[config.mk]
export PLATFORM = sky130hd
export DESIGN_NAME = alu_issue_ctrl
export DESIGN_NICKNAME = d
export VERILOG_FILES = /design/src/rtl/alu_issue_ctrl.sv
export SDC_FILE = /design/constraint.sdc
export NUM_CORES = 1
export LEC_CHECK = 0
export BUFFER_PORTS_ARGS = -buffer_cell sky130_fd_sc_hd__buf_2
export CELL_PAD_IN_SITES_DETAIL_PLACEMENT = 2
export CELL_PAD_IN_SITES_GLOBAL_PLACEMENT = 2
export CORE_ASPECT_RATIO = 1.25
export CORE_MARGIN = 8
export CORE_UTILIZATION = 25
export DETAILED_ROUTE_END_ITERATION = 10
export GPL_ROUTABILITY_DRIVEN = 0
export HOLD_SLACK_MARGIN = 0.05
export PLACE_DENSITY_LB_ADDON = 0.1
export SETUP_SLACK_MARGIN = 0.15
export SLEW_MARGIN = 25
export SYNTH_ARGS = -nofsm -noshare
export SYNTH_HDL_FRONTEND = slang
export SYNTH_SLANG_ARGS = --single-unit
[constraint.sdc]
create_clock -name clk -period 6.05 [get_ports clk]
set_input_delay 0.605 -clock clk [delete_from_list [all_inputs] [get_ports clk]]
set_output_delay 0.605 -clock clk [all_outputs]
set_load 0.01 [all_outputs]
[src/rtl/alu_issue_ctrl.sv]
// alu_issue_ctrl: queues 2-bit ALU operations and issues them one at a time
// to an external combinational ALU. It captures each result and holds it
// until the downstream side accepts it.
//
// Ports:
//   clk, rst_n              clock (rising edge) and asynchronous active-low reset
//   in_valid/in_ready       upstream handshake for {in_a, in_b, in_sel}
//   alu_a, alu_b, alu_sel   operands/opcode driven to the external ALU
//   alu_result, alu_carry   combinational ALU response
//   out_valid/out_ready     downstream handshake for the captured result
//   out_result, out_carry   captured ALU result and carry
//   out_sel, out_err        opcode echo and illegal-opcode flag
//   op_count                completed downstream transfers, wraps at 256
module alu_issue_ctrl #(
    parameter int unsigned FIFO_DEPTH = 4
) (
    input  logic       clk,
    input  logic       rst_n,
    input  logic       in_valid,
    output logic       in_ready,
    input  logic [1:0] in_a,
    input  logic [1:0] in_b,
    input  logic [2:0] in_sel,
    output logic [1:0] alu_a,
    output logic [1:0] alu_b,
    output logic [2:0] alu_sel,
    input  logic [1:0] alu_result,
    input  logic       alu_carry,
    output logic       out_valid,
    input  logic       out_ready,
    output logic [1:0] out_result,
    output logic       out_carry,
    output logic [2:0] out_sel,
    output logic       out_err,
    output logic [7:0] op_count
);

    localparam int unsigned PTR_W = (FIFO_DEPTH > 1) ? $clog2(FIFO_DEPTH) : 1;
    localparam int unsigned CNT_W = PTR_W + 1;
    localparam logic [CNT_W-1:0] FULL_CNT = CNT_W'(FIFO_DEPTH);
    localparam logic [2:0] SEL_LAST_LEGAL = 3'b100;

    typedef struct packed {
        logic [1:0] a;
        logic [1:0] b;
        logic [2:0] sel;
    } op_t;

    typedef enum logic [1:0] {
        IDLE  = 2'd0,
        ISSUE = 2'd1,
        HOLD  = 2'd2
    } state_t;

    op_t              mem [FIFO_DEPTH];
    logic [PTR_W-1:0] wr_ptr;
    logic [PTR_W-1:0] rd_ptr;
    logic [CNT_W-1:0] count;
    logic             accept_en;
    op_t              issue_op;
    state_t           state;
    state_t           state_nxt;

    logic push;
    logic pop;
    logic capture;
    logic retire;
    logic empty;
    logic illegal;

    // Ready comes only from registers; accept_en keeps it low until the first
    // edge after reset release.
    assign in_ready = accept_en && (count != FULL_CNT);
    assign push     = in_valid && in_ready;
    assign empty    = (count == '0);
    assign illegal  = (issue_op.sel > SEL_LAST_LEGAL);

    // The ALU is driven straight from the issue registers.
    assign alu_a   = issue_op.a;
    assign alu_b   = issue_op.b;
    assign alu_sel = issue_op.sel;

    // Queue storage: no reset needed, validity is tracked by count.
    always_ff @(posedge clk) begin
        if (push) begin
            mem[wr_ptr] <= op_t'({in_a, in_b, in_sel});
        end
    end

    // Queue pointers and occupancy.
    always_ff @(posedge clk or negedge rst_n) begin
        if (!rst_n) begin
            wr_ptr    <= '0;
            rd_ptr    <= '0;
            count     <= '0;
            accept_en <= 1'b0;
        end else begin
            accept_en <= 1'b1;
            if (push) begin
                wr_ptr <= PTR_W'(wr_ptr + PTR_W'(1));
            end
            if (pop) begin
                rd_ptr <= PTR_W'(rd_ptr + PTR_W'(1));
            end
            case ({push, pop})
                2'b10:   count <= CNT_W'(count + CNT_W'(1));
                2'b01:   count <= CNT_W'(count - CNT_W'(1));
                default: count <= count;
            endcase
        end
    end

    // FSM state register.
    always_ff @(posedge clk or negedge rst_n) begin
        if (!rst_n) begin
            state <= IDLE;
        end else begin
            state <= state_nxt;
        end
    end

    // FSM next-state logic.
    always_comb begin
        state_nxt = state;
        case (state)
            IDLE: begin
                if (!empty) begin
                    state_nxt = ISSUE;
                end
            end
            ISSUE: begin
                state_nxt = HOLD;
            end
            HOLD: begin
                if (out_ready) begin
                    state_nxt = empty ? IDLE : ISSUE;
                end
            end
            default: begin
                state_nxt = IDLE;
            end
        endcase
    end

    // FSM control outputs.
    always_comb begin
        pop     = 1'b0;
        capture = 1'b0;
        retire  = 1'b0;
        case (state)
            IDLE: begin
                pop = !empty;
            end
            ISSUE: begin
                capture = 1'b1;
            end
            HOLD: begin
                retire = out_ready;
                pop    = out_ready && !empty;
            end
            default: begin
                pop = 1'b0;
            end
        endcase
    end

    // Issue registers and captured result.
    always_ff @(posedge clk or negedge rst_n) begin
        if (!rst_n) begin
            issue_op   <= '0;
            out_valid  <= 1'b0;
            out_result <= 2'b00;
            out_carry  <= 1'b0;
            out_sel    <= 3'b000;
            out_err    <= 1'b0;
            op_count   <= 8'd0;
        end else begin
            if (pop) begin
                issue_op <= mem[rd_ptr];
            end
            if (capture) begin
                out_valid <= 1'b1;
                out_sel   <= issue_op.sel;
                // Illegal opcodes still take an issue slot, but whatever the
                // ALU returned is replaced by a zero result.
                if (illegal) begin
                    out_result <= 2'b00;
                    out_carry  <= 1'b0;
                    out_err    <= 1'b1;
                end else begin
                    out_result <= alu_result;
                    out_carry  <= alu_carry;
                    out_err    <= 1'b0;
                end
            end else if (retire) begin
                out_valid <= 1'b0;
                op_count  <= 8'(op_count + 8'd1);
            end
        end
    end

endmodule

Word-level counts from Yosys, hierarchy flattened. Memory sizes are Yosys's and may differ from the RTL's. A register that Yosys moved wholly into a read port is not among the register bits. Cells that the tools add are included.

Add/sub/neg operators: 5. Reductions and logical operators: 11. Muxes and demuxes: 15. Order comparisons: 1. Equality and inequality tests: 7. Bitwise gates (word level): 1.

Operators by type and width (number): 1-bit 2-to-1 mux (9); 8-bit by 1-bit adder with 8-bit output (second input constant) (1); 2-bit 2-to-1 mux (3); 2-bit one-hot mux with 3 select lines (1); 3-bit one-hot mux with 2 select lines (1); 2-bit by 1-bit adder with 2-bit output (second input constant) (2); 2-bit by 1-bit == test with 1-bit output (second input constant) (2); 2-bit == test (second input constant) (2); 2-bit inequality test (second input constant) (2); 2-bit AND reduction (2); 2-bit nonzero test (2); 3-bit by 1-bit adder with 3-bit output (second input constant) (1); 3-bit greater-than comparator (second input constant) (1); 1-bit logical AND (3); 3-bit zero test (1); 3-bit inequality test (second input constant) (1); 3-bit by 1-bit subtractor with 3-bit output (second input constant) (1); 1-bit zero test (2); 2-bit zero test (1); 1-bit one-hot mux with 2 select lines (1); 1-bit inverter (1).

Memory bits (writable): 28. Register bits after elaboration: 26. Memories kept: 1.

Memory list: mem (words 4, bits a word 7, rd ports 1, clocked after Yosys merged registers in 1, wr ports 1, RTL line 55) `op_t mem [FIFO_DEPTH];`.

Logic depth before layout (Yosys ltp). Gate-level depths: netlist of the first run.

Depth after elaboration: 6. Mapped depth: 9.

Least setup slack after synthesis of the first run. Ideal clock, no wire load.

Kind: input port to flip-flop. From: input out_ready. To: register count[2]. Data arrival time: 1.981 ns. Stages: 8. Setup slack: 3.989 ns. Path buffers: 0. Cell sequence: nor2b_1 -> nor3_4 -> ha_1 -> inv_1 -> fa_1 -> xor2_1 -> nor2_1 -> xnor2_1.

Cells in the longest elaborated chain, start to end: 4.

RTL lines: start, declared (RTL line 30) `input logic out_ready,`; 1-bit logical AND (*) (RTL line 159) `pop = out_ready && !empty;`; 1-bit one-hot mux with 2 select lines (*) (RTL line 150) `case (state)`; via pop (RTL line 65) `logic pop;`; 2-bit by 1-bit == test with 1-bit output or 2-bit == test (tied branches) (RTL line 105) `case ({push, pop})`; 3-bit one-hot mux with 2 select lines or 2-bit nonzero test (tied branches); end signal, assigned (RTL line 106) `2'b10: count <= CNT_W'(count + CNT_W'(1));`; end signal, assigned (RTL line 107) `2'b01: count <= CNT_W'(count - CNT_W'(1));`; end signal, assigned (RTL line 108) `default: count <= count;`; end, declared (RTL line 58) `logic [CNT_W-1:0] count;`.

Mark *: on every way through the listed nets, which the timed path passes. The rest lies on a longest branch. A chain may end at the register's enable or synchronous reset.

Worst setup path after layout of the first run.
From: register count[0]. To: register count[2].

Cells in the longest elaborated chain, start to end: 6.

RTL lines: 3-bit zero test (*) (RTL line 75) `assign empty = (count == '0);`; 1-bit zero test (*) (RTL line 152, 159); 1-bit logical AND (RTL line 159); 1-bit one-hot mux with 2 select lines (*) (RTL line 150); via pop (RTL line 65); 2-bit by 1-bit == test with 1-bit output or 2-bit == test (tied branches) (RTL line 105); 3-bit one-hot mux with 2 select lines or 2-bit nonzero test (tied branches).

Marks and branches as above.

==> flow_metrics.py, run 1 <==
metrics = {
    "drt": {
        "vias_per_cell": 4.28,
        "dr.pass1.iters": 4,
        "wirelength_mm": 5.34,
        "drt_iter0_drc": 37,
        "drc": 0,
        "via_count": 1403,
        "ant_nets": 0,
        "detail_route.wl_per_cell_um": 16.3,
    },
    "hold_path": {
        "hold_path.class": "input port to async pin",
    },
    "sta": {
        "max_clock_freq_mhz": 460,
        "relSlewSlack": 0.484,
        "final-setup-viol-count": 0,
        "timing.hold.ws_ps": 353,
        "tns_ps": 0,
        "period_share": 0.360,
        "min_period_ps": 2180,
        "hold_viol": 0,
        "slew_violations": 0,
        "clock-skew-final_ps": 3.48,
        "rsz0062_at_grt": "false",
        "worstMarginPinSlew_ps": 774,
    },
    "layout": {
        "drive_gt1_frac": 0.351,
        "final_cells": 328,
        "n_antenna_cell": 0,
        "fillers": 1017,
        "syn_to_final_growth_pct": 24.8,
        "final_nets": 218,
    },
    "power": {
        "leakagePower_nw": 1.29,
        "power_density_nw_per_um2": 527,
        "vdd_drop_max_mv": 0.150,
    },
    "logic_synthesis": {
        "synth_seq_cells": 61,
        "ys_types": 33,
        "synthTopCellsByArea": "edfxtp_1 (34%), dfrtp_1 (33%), mux2_2 (5.5%)",
        "synth_top_area_frac": 0.339,
        "synth_area_um2": 2480,
        "avgSynthCellArea_um2": 16.3,
        "ys_seq_area_frac": 0.673,
        "syn_inst": 152,
        "yosysWarnings": 0,
        "syn_nets": 173,
        "yosys.area.top_type": "edfxtp_1",
    },
    "worst_setup_path": {
        "r2r-start": "count[0]",
        "crit_type": "register to register",
        "crit_required_ps": 6300,
        "rr_worst_depth": 8,
        "crit_fanout": 9,
        "r2r-end": "count[2]",
        "cp.arrival_ps": 2420,
        "start_kind": "register",
        "regToRegSetupSlack_ps": 3870,
        "crit_path_end_kind": "register",
    },
    "clock_tree": {
        "cts_resized": 0,
        "post_cts_buffers": 0,
        "htreeDepth": 3,
        "ctsHoldBuffers": 0,
        "cts_tree": "built",
        "clock_sinks": 61,
        "clk_latency_ps": 330,
        "cts_made_buffers": 9,
        "clk_pin_slew_ps": 50,
        "cts_max_path_buffers": 2,
        "cts-root-buf": "clkbuf_16",
    },
    "grt": {
        "antenna_found_initial": 0,
        "grt_usage": 0.0887,
        "grt_pass1_wl_mm": 9.05,
        "grt_max_degree": 34,
        "grt_pass1_vias": 1623,
        "grt.overflow.total": 0,
    },
    "status": {
        "outcome": "completed",
    },
    "place": {
        "hpwl_mm": 3.89,
        "io_buffer_count": 37,
        "place_inst": 312,
    },
    "floorplanning": {
        "dieWidth_um": 105,
        "coreArea_um2": 9610,
        "fp.dieH_um": 127,
        "num_rows": 40,
        "io_pins": 38,
        "initial_core_util": 0.258,
        "dieArea_um2": 13400,
    },
    "flow_run": {
        "drv_cap": 0,
    },
}
## routing by layer
layer / routed length (um) / track usage
met2: 2630 / 0.144
met3: 281 / 0.0372
met4: 116 / 0.0455
met1: 2310 / 0.0972
met5: 0 / 0
## cell families after synthesis
family	Yosys count	synth area share
AOI/OAI and AO/OA	9	0.0237
xor gates and xnor gates	13	0.0460
adders and majority gates	7	0.0384
buffers and inverters	11	0.0197
DFF	61	0.673
muxes	20	0.127
other	1	0.00151
and+or+nand+nor	30	0.0712
## area by class of cell
type	count	area [um^2]	area share
Sequential cell	61	1670	0.539
Multi-Input combinational cell	80	762	0.246
Clock buffer	9	225	0.0728
Timing Repair Buffer	37	185	0.0599
Tap cell	126	158	0.0510
Clock inverter	7	66.3	0.0214
Inverter	8	30.0	0.00971
## flip-flops by register name, indices dropped and copies added, names as in the netlist
signal      flops
count           3
alu_b           2
alu_sel         3
out_result      2
wr_ptr          2
mem            28
op_count        8
out_sel         3
rd_ptr          2
out_err         1
accept_en       1
out_carry       1
state           2
out_valid       1
alu_a           2
## power by group
group          switching (mW)  total (mW)  internal (mW)
logic                   0.223       0.460          0.238
registers               0.115       0.671          0.556
clock network           0.184       0.499          0.315
## layout by cell type (no fill, tap or decap), drive strengths merged
| cell | n |
|---|---|
| buf | 37 |
| dfrtp | 33 |
| edfxtp | 28 |
| mux2 | 12 |
| clkbuf | 9 |
| inv | 8 |
| nand2 | 8 |
| xor2 | 7 |
| mux4 | 7 |
| xnor2 | 6 |
| o21ai | 6 |
| ha | 6 |
| nor3 | 5 |
| and2 | 4 |
| clkinv | 4 |
| nand3 | 3 |
| nor2 | 2 |
| nand2b | 2 |
| clkinvlp | 2 |
| nor2b | 1 |
| o311a | 1 |
| o31a | 1 |
| and3 | 1 |
| and4b | 1 |
| nand3b | 1 |
| mux2i | 1 |
| nor4b | 1 |
| a21boi | 1 |
| nand4 | 1 |
| fa | 1 |
| conb | 1 |
| bufinv | 1 |
## how the worst max path moves through the flow
stage / start / end
after global routing: state[1] / count[2]
after floorplan: out_ready / count[2]
after CTS: count[0] / count[2]
final: count[0] / count[2]
after detailed placement: out_ready / count[2]
after global placement: out_ready / count[2]
## stage by stage
stage	total power, mW	setup slack (ps)	instance area, um^2	util
finish	1.63	3870	3090	0.322
global route	1.75	3640	3090	0.322
detailed placement	1.16	3630	2800	0.292
CTS	1.67	3830	3090	0.322
global placement	1.13	3720	2800	0.292
floorplan	0.983	3990	2480	-
## cell usage after synthesis, drive strengths merged
cell / count
and4b: 1
xor2: 7
o31a: 1
mux2: 12
edfxtp: 28
nand3b: 1
nand4: 1
mux4: 7
fa: 1
nand2: 8
and3: 1
nor2: 2
conb: 1
xnor2: 6
clkbuf: 1
ha: 6
nor3: 5
a21boi: 1
nand3: 3
buf: 2
mux2i: 1
o311a: 1
dfrtp: 33
o21ai: 6
nor4b: 1
nand2b: 2
and2: 4
inv: 8
nor2b: 1
## critical path: stages, from the launching register on
cell and delay, ps:
dfrtp_1 450, nor3_2 110, nor3_4 430, ha_1 270, inv_1 70, fa_1 370, xor2_1 150, nor2_1 110
xnor2_1 130
No activity file was read; power rests on OpenSTA's default activity.
==> run 2: changes to the inputs <==
==> constraint.sdc (replaced) <==
create_clock -name clk -period 1.77 [get_ports clk]
set_input_delay 0.177 -clock clk [delete_from_list [all_inputs] [get_ports clk]]
set_output_delay 0.177 -clock clk [all_outputs]
set_load 0.01 [all_outputs]
==> run 2 against run 1 <==
- the flow now finishes with violations (negative setup slack)
- flip-flop and latch count unchanged
- worst hold slack worse by 290 ps
- clock skew up 2.6 ps
- global-route usage up 0.45 points
- register-to-register slack worse by 4000 ps
- clock power rose to 3.7 times the previous value
- power rose to 3.8 times the previous value
- via count up 4.2%
- first-iteration DRC count up 100%
- critical path type unchanged
- largest power group unchanged
==> flow_metrics.py, run 2 (synthesized netlist as in run 1, its figures left out) <==
metrics = {
    "worst_setup_path": {
        "crit_required_ps": 2020,
        "r2r-start": "count[0]",
        "crit_type": "register to register",
        "rr_worst_depth": 8,
        "critPathLaunch": "count[0]",
        "cp.arrival_ps": 2140,
        "crit_path_end_kind": "register",
        "path_cells": "o311a_4 -> inv_4 -> ha_4 -> inv_2 -> fa_2 -> xor2_1 -> nor2_1 -> xnor2_1",
        "crit_fanout": 2,
        "r2r-end": "count[2]",
        "regToRegSetupSlack_ps": -120,
        "cp.buffers_inverters": 2,
        "critPathTopFamily": "adder cells",
        "max_stage_delay_ps": 400,
        "slowest_stage": "dfrtp_2",
        "start_kind": "register",
    },
    "layout": {
        "drive_gt1_frac": 0.444,
        "final_area_um2": 3350,
        "largest_register_ffs": 28,
        "n_antenna_cell": 0,
        "syn_to_final_growth_pct": 35.4,
        "final_common_cell": "buf_2",
        "top_regs": "mem: 28 flops, op_count: 8 flops",
        "regMostFlops": "mem",
        "layout_common_cells": "buf_2 (36), dfrtp_1 (31), edfxtp_1 (28)",
        "final_nets": 239,
    },
    "grt": {
        "grt.overflow.total": 0,
        "grt_pass1_vias": 1753,
        "grt_usage": 0.0932,
        "grt_max_degree": 16,
        "antenna_found_initial": 0,
        "grt_pass1_wl_mm": 9.44,
    },
    "power": {
        "leakagePower_nw": 1.43,
        "power_density_nw_per_um2": 1860,
        "vdd_drop_max_mv": 0.666,
    },
    "sta": {
        "fin_ws_ps": -120,
        "tns_ps": -120,
        "timing.hold.ws_ps": 62.9,
        "slew_violations": 0,
        "period_share": 1.07,
        "final-setup-viol-count": 1,
        "min_period_ps": 1890,
        "rsz0062_at_grt": "true",
        "clock-skew-final_ps": 6.07,
        "max_clock_freq_mhz": 529,
        "hold_viol": 0,
    },
    "clock_tree": {
        "cts_max_path_buffers": 2,
        "clk_latency_ps": 330,
        "clk_pin_slew_ps": 60,
        "cts-root-buf": "clkbuf_16",
        "cts_made_buffers": 9,
        "cts_tree": "built",
        "htreeDepth": 3,
        "clock_sinks": 61,
    },
    "hold_path": {
        "holdPathStages": 1,
        "min_to": "mem[1][4]",
        "hold_path.class": "input port to register",
        "hp-start": "in_b[1]",
    },
    "drt": {
        "vias_per_cell": 4.19,
        "wirelength_mm": 5.78,
        "dr.pass1.iters": 4,
        "ant_nets": 0,
        "drc": 0,
        "drt_iter0_drc": 74,
        "via_count": 1462,
        "detail_route.wl_per_cell_um": 16.5,
    },
    "floorplanning": {
        "coreArea_um2": 9610,
        "dieWidth_um": 105,
        "fp.dieH_um": 127,
        "num_rows": 40,
        "io_pins": 38,
        "initial_core_util": 0.258,
        "dieArea_um2": 13400,
    },
    "place": {
        "place_area_um2": 2940,
        "io_buffer_count": 37,
        "hpwl_mm": 4.19,
    },
    "flow_run": {
        "drv_cap": 0,
    },
    "status": {
        "violations": "negative setup slack",
        "outcome": "finished, violations left",
    },
}
[run 2: what timing repair did]
action,in CTS,in global routing
hold buffers,2,0
buffers inserted,2,2
resized for setup,6,6
endpoints found under the setup margin,8,3
pin swaps,3,6
hold endpoints to repair,17,0
[run 2: routing by layer]
| layer | GRT usage | vias up | share of wire |
|---|---|---|---|
| li1 | - | 684 | - |
| met1 | 0.0985 | 742 | 0.41 |
| met2 | 0.157 | 29 | 0.53 |
| met3 | 0.0332 | 7 | 0.046 |
| met4 | 0.0556 | 0 | 0.017 |
| met5 | 0 | - | 0 |
[run 2: power by group]
group          leakage (nW)  internal [mW]  switching [mW]
registers             0.653           1.91           0.344
clock network         0.149           1.23           0.638
logic                 0.624           1.15           0.960
[run 2: worst max-delay path by stage]
stage / to / slack, ps / cells past startpoint
finish: count[2] / -120 / 8
global route: count[2] / -180 / 8
CTS: count[2] / -150 / 8
detailed placement: count[2] / -210 / 8
global placement: count[2] / -60 / 8
floorplan: count[2] / -160 / 8
[run 2: cell type report]
class,instances,area [um^2]
clock inverters,6,88.8
well taps,126,158
inverters,8,32.5
clock buffers,10,229
flip-flops and latches,61,1670
multi-input cells,80,808
fillers,1011,6250
repair buffers,58,369
[run 2: metrics by stage]
stage               total power [mW]   util  std cells  setup WS (ps)
finish                          6.23  0.349        349           -120
global route                    6.62  0.349        349           -179
global placement                4.12  0.306        327          -62.1
CTS                             6.28  0.345        347           -147
detailed placement              4.27  0.306        327           -207
floorplan                       3.41      -        152           -155
==> run 3: changes to the inputs <==
--- a/config.mk
+++ b/config.mk
@@ -9,11 +9,11 @@
 export CELL_PAD_IN_SITES_DETAIL_PLACEMENT = 2
 export CELL_PAD_IN_SITES_GLOBAL_PLACEMENT = 2
 export CORE_ASPECT_RATIO = 1.25
-export CORE_MARGIN = 8
+export CORE_MARGIN = 1.5
 export CORE_UTILIZATION = 25
 export DETAILED_ROUTE_END_ITERATION = 10
 export GPL_ROUTABILITY_DRIVEN = 0
-export HOLD_SLACK_MARGIN = 0.05
+export HOLD_SLACK_MARGIN = 0.02
 export PLACE_DENSITY_LB_ADDON = 0.1
 export SETUP_SLACK_MARGIN = 0.15
 export SLEW_MARGIN = 25
==> run 3 against run 2 <==
- the run still ends with negative setup slack left
- clock skew is 0.77 ps higher
- setup slack better by 43 ps
- via count is 1.8% higher
- global-route usage is 2.9 points higher
- die area is 21% lower
- critical path depth is 1 higher
- routed wire length is 3.5% lower
- clock-buffer cell count stayed put
- fmax is 2.3% higher
- critical path type unchanged
==> flow_metrics.py, run 3 (synthesized netlist as in run 1, its figures left out) <==
metrics = {
    "status": {
        "outcome": "finished, violations left",
        "violations": "negative setup slack",
    },
    "layout": {
        "layout_common_cells": "buf_2 (37), dfrtp_1 (31), edfxtp_1 (28)",
        "final_nets": 242,
        "top_regs": "mem: 28 flops, op_count: 8 flops",
        "finish.utilization": 0.352,
        "final_common_cell": "buf_2",
        "n_antenna_cell": 0,
        "drive_gt1_frac": 0.469,
        "regMostFlops": "mem",
        "largest_register_ffs": 28,
        "syn_to_final_growth_pct": 36.7,
    },
    "place": {
        "hpwl_mm": 4.03,
        "io_buffer_count": 37,
    },
    "sta": {
        "min_period_ps": 1850,
        "max_clock_freq_mhz": 541,
        "period_share": 1.04,
        "timing.hold.ws_ps": 67.8,
        "rsz0062_at_grt": "true",
        "fin_ws_ps": -77.3,
        "hold_viol": 0,
        "final-setup-viol-count": 1,
        "slew_violations": 0,
        "clock-skew-final_ps": 6.83,
    },
    "worst_setup_path": {
        "crit_required_ps": 2010,
        "crit_fanout": 2,
        "crit_type": "register to register",
        "crit_path_end_kind": "register",
        "start_kind": "register",
        "cp.arrival_ps": 2090,
    },
    "grt": {
        "grt.overflow.total": 0,
        "antenna_found_initial": 0,
        "grt_pass1_vias": 1729,
        "grt_usage": 0.122,
        "grt_pass1_wl_mm": 9.27,
        "grt_max_degree": 17,
    },
    "floorplanning": {
        "dieArea_um2": 10500,
        "initial_core_util": 0.258,
        "num_rows": 40,
        "coreArea_um2": 9610,
        "fp.dieH_um": 114,
        "io_pins": 38,
        "dieWidth_um": 92.0,
    },
    "drt": {
        "detail_route.wl_per_cell_um": 15.8,
        "wirelength_mm": 5.58,
        "drc": 0,
        "dr.pass1.iters": 4,
        "via_count": 1488,
        "ant_nets": 0,
        "drt_iter0_drc": 32,
        "vias_per_cell": 4.23,
    },
    "clock_tree": {
        "clk_pin_slew_ps": 50,
        "cts-root-buf": "clkbuf_16",
        "cts_max_path_buffers": 2,
        "clock_sinks": 61,
        "clk_latency_ps": 330,
        "cts_made_buffers": 9,
        "htreeDepth": 3,
        "cts_tree": "built",
    },
    "flow_run": {
        "drv_cap": 0,
    },
    "power": {
        "leakagePower_nw": 1.45,
        "vdd_drop_max_mv": 0.564,
        "power_density_nw_per_um2": 1880,
    },
    "hold_path": {
        "hold_path.class": "input port to register",
    },
}
## run 3: final timing paths
path                                   from           to  slack [ps]  cells after the start
worst max-delay path               count[2]     count[2]         -80                      9
worst max register to register     count[2]     count[2]         -80                      9
min in group asynchronous             rst_n   out_sel[2]         310                      2
max in group asynchronous             rst_n    rd_ptr[0]         960                      3
worst min register to register  op_count[7]  op_count[7]         460                      1
worst min-delay path              in_sel[0]    mem[3][0]          70                      1
## run 3: what timing repair did
action,CTS,global route
hold buffers,1,0
buffers inserted,4,4
endpoints found under the setup margin,9,34
pin swaps,6,2
gates cloned,0,0
resized for setup,11,5
endpoints found under the hold margin,14,0
## run 3: power by group
group | switching (mW) | total (mW) | leakage [nW] | internal [mW]
registers | 0.327 | 2.23 | 0.653 | 1.91
clock network | 0.621 | 2.00 | 0.161 | 1.37
logic | 0.969 | 2.15 | 0.635 | 1.18
total | 1.92 | 6.38 | 1.45 | 4.46
## run 3: layout make-up
class	instances	area [um^2]
timing repair buffer	61	379
tap	126	158
clock inverter	6	110
fill	1011	6220
sequential	61	1670
inverter	8	30.0
multi-input combinational	80	811
clock buffer	10	229
## run 3: per-layer routing
layer,part of all wire,GRT usage,vias up
li1,-,-,693
met1,0.39,0.131,751
met2,0.54,0.214,36
met3,0.043,0.0398,8
met4,0.019,0.0646,0
met5,0,0,-
## run 3: per-stage QoR
stage | setup TNS (ps) | power (mW) | instance area [um^2] | cells | setup WS (ps)
final | -77.3 | 6.38 | 3390 | 352 | -77.3
after global placement | -65.9 | 4.10 | 2940 | 327 | -65.9
after global routing | -161 | 6.81 | 3390 | 352 | -136
after floorplan | -155 | 3.41 | 2500 | 152 | -155
after detailed placement | -168 | 4.24 | 2940 | 327 | -168
after CTS | -59.5 | 6.41 | 3350 | 348 | -59.5
## run 3: worst max-delay path, cell delays in order (launching register included)
cell	delay, ps
dfrtp_1	360
inv_2	50
o311a_4	380
inv_2	70
ha_4	130
inv_2	30
fa_2	330
xor2_1	150
nor2_1	140
xnor2_1	140
